`config.mk`:
```
export PLATFORM = sky130hd
export DESIGN_NAME = sc_et_counter_flat
export DESIGN_NICKNAME = d
export VERILOG_FILES = /design/src/rtl/sc_et_counter_if.sv /design/src/rtl/sc_et_counter.sv /design/src/flat_wrapper.sv
export SDC_FILE = /design/constraint.sdc
export NUM_CORES = 1
export LEC_CHECK = 0
export ABC_CLOCK_PERIOD_IN_PS = 4300
export BUFFER_PORTS_ARGS = -buffer_cell sky130_fd_sc_hd__buf_2
export CAP_MARGIN = 10
export CORE_MARGIN = 4
export CORE_UTILIZATION = 30
export CTS_BUF_LIST = sky130_fd_sc_hd__clkbuf_8
export DETAILED_ROUTE_END_ITERATION = 10
export PLACE_DENSITY_LB_ADDON = 0.3
export SLEW_MARGIN = 20
export SYNTH_ARGS = -nofsm -noshare
export SYNTH_HDL_FRONTEND = slang
export SYNTH_SLANG_ARGS = --single-unit
```
`constraint.sdc`:
```
create_clock -name clk -period 4.3 [get_ports clk]
set_clock_uncertainty 0.05 [all_clocks]
set_input_delay 0.86 -clock clk [delete_from_list [all_inputs] [get_ports clk]]
set_output_delay 0.86 -clock clk [all_outputs]
set_load 0.02 [all_outputs]
```
`src/rtl/sc_et_counter_if.sv`:
```
// rtl/sc_et_counter_if.sv - control/stream/result bundle for the early-termination counter
interface sc_et_counter_if #(
  parameter int CW = 8
);
  logic          start;
  logic [CW-1:0] thresh;
  logic          x;
  logic          x_valid;
  logic          busy;
  logic          done;
  logic          decision;
  logic          early;
  logic [CW-1:0] ones;
  logic [CW-1:0] cycles;

  modport master (
    output start, thresh, x, x_valid,
    input  busy, done, decision, early, ones, cycles
  );

  modport slave (
    input  start, thresh, x, x_valid,
    output busy, done, decision, early, ones, cycles
  );
endinterface

```
`src/rtl/sc_et_counter.sv`:
```
// rtl/sc_et_counter.sv - stochastic-to-binary threshold counter with early termination
module sc_et_counter #(
  parameter int STREAM_LEN = 255,
  parameter bit ET_EN      = 1'b1,
  parameter int CW         = $clog2(STREAM_LEN + 1)
) (
  input  logic           clk,
  input  logic           rst_n,
  sc_et_counter_if.slave bus
);

  typedef enum logic [1:0] {
    S_IDLE = 2'd0,
    S_RUN  = 2'd1,
    S_DONE = 2'd2
  } state_t;

  localparam logic [CW-1:0] LEN_C = CW'(STREAM_LEN);
  localparam logic [CW:0]   LEN_W = (CW + 1)'(STREAM_LEN);

  state_t        state_q;
  logic [CW-1:0] thresh_q;
  logic [CW-1:0] ones_q;
  logic [CW-1:0] cycles_q;
  logic          busy_q;
  logic          done_q;
  logic          decision_q;
  logic          early_q;

  logic [CW-1:0] ones_d;
  logic [CW-1:0] cycles_d;
  logic [CW:0]   reach_d;
  logic          hit_hi;
  logic          hit_lo;
  logic          hit_end;
  logic          early_d;

  // Post-sample counts; the best-case reachable ones count needs one extra bit.
  always_comb begin
    cycles_d = cycles_q + 1'b1;
    ones_d   = ones_q + {{(CW-1){1'b0}}, bus.x};
    reach_d  = {1'b0, ones_d} + LEN_W - {1'b0, cycles_d};
    hit_hi   = ET_EN && (ones_d > thresh_q);
    hit_lo   = ET_EN && (reach_d <= {1'b0, thresh_q});
    hit_end  = (cycles_d == LEN_C);
    early_d  = (cycles_d < LEN_C);
  end

  // Control FSM with all outputs registered; reset aborts any measurement silently.
  always_ff @(posedge clk or negedge rst_n) begin
    if (!rst_n) begin
      state_q    <= S_IDLE;
      thresh_q   <= '0;
      ones_q     <= '0;
      cycles_q   <= '0;
      busy_q     <= 1'b0;
      done_q     <= 1'b0;
      decision_q <= 1'b0;
      early_q    <= 1'b0;
    end else begin
      case (state_q)
        S_IDLE: begin
          done_q <= 1'b0;
          if (bus.start) begin
            thresh_q   <= bus.thresh;
            ones_q     <= '0;
            cycles_q   <= '0;
            decision_q <= 1'b0;
            early_q    <= 1'b0;
            busy_q     <= 1'b1;
            state_q    <= S_RUN;
          end
        end
        S_RUN: begin
          if (bus.x_valid) begin
            ones_q   <= ones_d;
            cycles_q <= cycles_d;
            if (hit_hi) begin
              decision_q <= 1'b1;
              early_q    <= early_d;
              busy_q     <= 1'b0;
              done_q     <= 1'b1;
              state_q    <= S_DONE;
            end else if (hit_lo) begin
              decision_q <= 1'b0;
              early_q    <= early_d;
              busy_q     <= 1'b0;
              done_q     <= 1'b1;
              state_q    <= S_DONE;
            end else if (hit_end) begin
              decision_q <= (ones_d > thresh_q);
              early_q    <= 1'b0;
              busy_q     <= 1'b0;
              done_q     <= 1'b1;
              state_q    <= S_DONE;
            end
          end
        end
        S_DONE: begin
          done_q  <= 1'b0;
          state_q <= S_IDLE;
        end
        default: begin
          busy_q  <= 1'b0;
          done_q  <= 1'b0;
          state_q <= S_IDLE;
        end
      endcase
    end
  end

  assign bus.busy     = busy_q;
  assign bus.done     = done_q;
  assign bus.decision = decision_q;
  assign bus.early    = early_q;
  assign bus.ones     = ones_q;
  assign bus.cycles   = cycles_q;

endmodule

```
`src/flat_wrapper.sv`:
```
// flat-port wrapper written by rule: the top's interface ports become plain ports
module sc_et_counter_flat 
#(
  parameter int STREAM_LEN = 255,
  parameter bit ET_EN      = 1'b1,
  parameter int CW         = $clog2(STREAM_LEN + 1)
)
  (clk, rst_n, bus_start, bus_thresh, bus_x, bus_x_valid, bus_busy, bus_done, bus_decision, bus_early, bus_ones, bus_cycles);
  sc_et_counter_if #(.CW(CW)) bus_i ();
  input  logic clk;
  input  logic rst_n;
  input wire logic [$bits(bus_i.start)-1:0] bus_start;
  input wire logic [$bits(bus_i.thresh)-1:0] bus_thresh;
  input wire logic [$bits(bus_i.x)-1:0] bus_x;
  input wire logic [$bits(bus_i.x_valid)-1:0] bus_x_valid;
  output wire logic [$bits(bus_i.busy)-1:0] bus_busy;
  output wire logic [$bits(bus_i.done)-1:0] bus_done;
  output wire logic [$bits(bus_i.decision)-1:0] bus_decision;
  output wire logic [$bits(bus_i.early)-1:0] bus_early;
  output wire logic [$bits(bus_i.ones)-1:0] bus_ones;
  output wire logic [$bits(bus_i.cycles)-1:0] bus_cycles;
  assign bus_i.start = bus_start;
  assign bus_i.thresh = bus_thresh;
  assign bus_i.x = bus_x;
  assign bus_i.x_valid = bus_x_valid;
  assign bus_busy = bus_i.busy;
  assign bus_done = bus_i.done;
  assign bus_decision = bus_i.decision;
  assign bus_early = bus_i.early;
  assign bus_ones = bus_i.ones;
  assign bus_cycles = bus_i.cycles;
  sc_et_counter #(.STREAM_LEN(STREAM_LEN), .ET_EN(ET_EN), .CW(CW)) u_core (.clk(clk), .rst_n(rst_n), .bus(bus_i));
endmodule
```
==> run metrics <==
result of the run=complete, no violations; Port Buffer Count=32; worst setup path startpoint=bus_x; drt first-iter violations=122; Hold Path Origin=u_core.bus.ones[0]; number of instances in the synthesized netlist=264; diode insertion count for antenna repair=0; post-synthesis cell type with the largest combined area=dfrtp_1; share of synthesized area occupied by flip-flops and latches=0.3143; layout cell share with drive strength beyond 1=0.2124; TritonCTS clock tree=done; root cell of the clock tree=clkbuf_8; most frequent cells in the layout=nand2_1 (33), buf_2 (32), dfrtp_1 (30); Overall Power=1.891 mW; post-synthesis instance area=0.002389 mm2; final setup TNS=0 ns; worst slack at placement=-0.04148 ns; Power Dens Cells=671.9 mW/mm2; P_int=1.024 mW; worst-margin pin slew=0.7035 ns; number of remaining DRC errors=0; fin. max-slew vios=0; leading cell types by total area after synthesis=dfrtp_1 (31%), ha_1 (13%), o21ai_0 (5.9%); I/O pins=33; Worst R2R Start=u_core.bus.cycles[0]; maximum number of pins on one net before global-route repair=31; GPL Wtd Cong=0.8273; Net count, final=346; total routed wirelength=5727 um; kind of end point of the critical path=flip-flop; Synth Register Bits=30; maximum net fanout on the critical path=4; Vias=1997; number of flops mapped to enable cells by yosys=0; vertical die dimension=97.23 um; Core Rows=32; static leakage power=1.369 nW; maximum clock path buffer count=2; worst voltage drop across the vdd grid=0.2427 mV; Period Utilization, post-route=0.9370; path category of the worst min-delay check=reg -> reg; switching part of the total power=0.4582; effective utilization at floorplan=0.3091; area of the placeable core=0.007727 mm2; setup repair after global routing missed its margin=no; GR Overflow Total=0; clock-pin transition on the worst setup and hold timing paths=0.06 ns; worst setup slack after layout=0.2708 ns; Synthesized Nets=303; part of the power in combinational logic=0.631; Worst Path Required=4.42 ns; CTS buffer count=5; Min Clock Period, post-route=4.029 ns; first drt pass iteration count=4; remaining number of nets flagged by the antenna check after routing=0; average cell area after synthesis=9.048 um2; Layout Utilization=0.3642; area enclosed by the die boundary=0.009454 mm2; horizontal die dimension=97.23 um; final number of hold-violating endpoints=0; Layout area overhead=17.81%; worst hold slack=0.4936 ns; number of violations of the max-capacitance limit=0; relative contribution of the clock network to total power=0.120; worst path arrival time=4.15 ns; antenna violations before repair=0; share of Yosys cell area claimed by the top area cell type=0.3143; count of buffers added by post-CTS timing repair for setup=0; commonest register cell after synthesis=dfrtp_1; Wirelength per Cell=14.04 um; total number of yosys warnings=0; share of synthesized flip-flops with an asynchronous set or reset=1.000; category of the worst setup path launch point=input port; number of setup violations in the final report=0; number of clock sinks=30; CTS H-Tree Depth=2; max_slew headroom=0.5310; global-route usage over all layers=0.1242; number of global-route vias before repair=1939; type of the setup path with the least slack=in -> reg; via-per-instance ratio=4.895; wire length of the first global-routing pass=9570 um; Clock Latency Late Sink=0.28 ns; commonest non-fill, non-tap cell in the layout=nand2_1; Reg power frac=0.249; distinct cell type count of the synthesized netlist=53; timing-limited maximum frequency=0.2482 GHz; switching power=0.8662 mW; detailed placer's ending HPWL=4436 um
## area by class of cell
class	instances	area (um2)
inverters	18	67.56
clock buffers	6	82.58
well taps	102	127.6
fillers	800	4913
repair buffers	43	242.7
multi-input cells	209	1543
flip-flops and latches	30	750.7
## logic make-up after synthesis
group / count (synthesis) / share of synthesized area
compound gates: 75 / 0.2090
xor+xnor: 22 / 0.1063
fa+ha+maj: 26 / 0.1393
buf+inv: 25 / 0.04138
flops: 30 / 0.3143
mux: 2 / 0.008905
simple gates: 84 / 0.1807
## path summary, 6_finish.rpt
path                                   endpoint  slack, ns  depth (start not counted)
setup / recovery              u_core.state_q[1]       0.27                         18
hold / removal               u_core.bus.ones[0]       0.49                          2
setup reg to reg              u_core.state_q[1]       0.43                         17
hold reg to reg              u_core.bus.ones[0]       0.49                          2
max in group asynchronous  u_core.bus.cycles[1]       3.17                          1
min in group asynchronous    u_core.bus.ones[6]       0.58                          1
## cell usage after synthesis, types with 2 or more instances
cell type	n
a211oi_1	3
a21bo_2	2
a21o_1	7
a21oi_1	11
a22o_1	3
a31oi_1	2
and2_1	3
buf_2	4
clkbuf_1	3
dfrtp_1	30
ha_1	25
inv_1	18
nand2_1	33
nand3_1	8
nand3b_1	4
nand4_1	2
nor2_1	19
nor3_1	3
o2111ai_1	2
o211ai_1	3
o21ai_0	28
o31ai_1	3
xnor2_1	9
xnor3_1	2
xor2_1	8
xor2_2	2
## power by group through the flow
stage	Sequential, mW	Combinational (mW)	Clock (mW)
floorplan	0.481	0.848	0
detailed placement	0.478	1.19	0
global placement	0.477	1.18	0
finish	0.471	1.19	0.227
CTS	0.473	1.20	0.232
global route	0.492	1.35	0.243
## layer usage
layer	share of wire	vias up	GRT usage	wire length [um]
met4	0.022	0	0.04579	125
met5	0	-	0	0
met3	0.033	10	0.02584	188
li1	-	1025	-	-
met1	0.47	930	0.1644	2689
met2	0.48	32	0.2001	2724
## critical path, stage by stage
cell	delay [ns]
buf_2	0.11
ha_1	0.28
ha_1	0.21
fa_1	0.43
nand4b_1	0.13
o211ai_1	0.14
a21oi_2	0.17
o21ai_0	0.10
a21oi_1	0.18
xnor2_1	0.08
ha_1	0.29
nand4_1	0.13
a21oi_1	0.15
nor4_1	0.07
o31ai_1	0.36
buf_4	0.20
o211ai_2	0.09
and2_1	0.17
## state kept, by name, summed over array words and instances, names as in the netlist
signal,cells
u_core.bus.busy,1
u_core.bus.cycles,8
u_core.bus.decision,1
u_core.bus.done,1
u_core.bus.early,1
u_core.bus.ones,8
u_core.state_q,2
u_core.thresh_q,8
## timing repair
| item | in CTS | in global routing |
|---|---|---|
| gates resized for setup | 0 | 1 |
| endpoints found under the setup margin | 0 | 3 |
| hold buffers | 0 | 0 |
## metrics by stage
step	std cells	instance area, um2
final	408	2814
after global routing	408	2814
after CTS	408	2810
after detailed placement	402	2728
after global placement	402	2728
after floorplan	264	2389
Power figures use the tool's default switching activity.
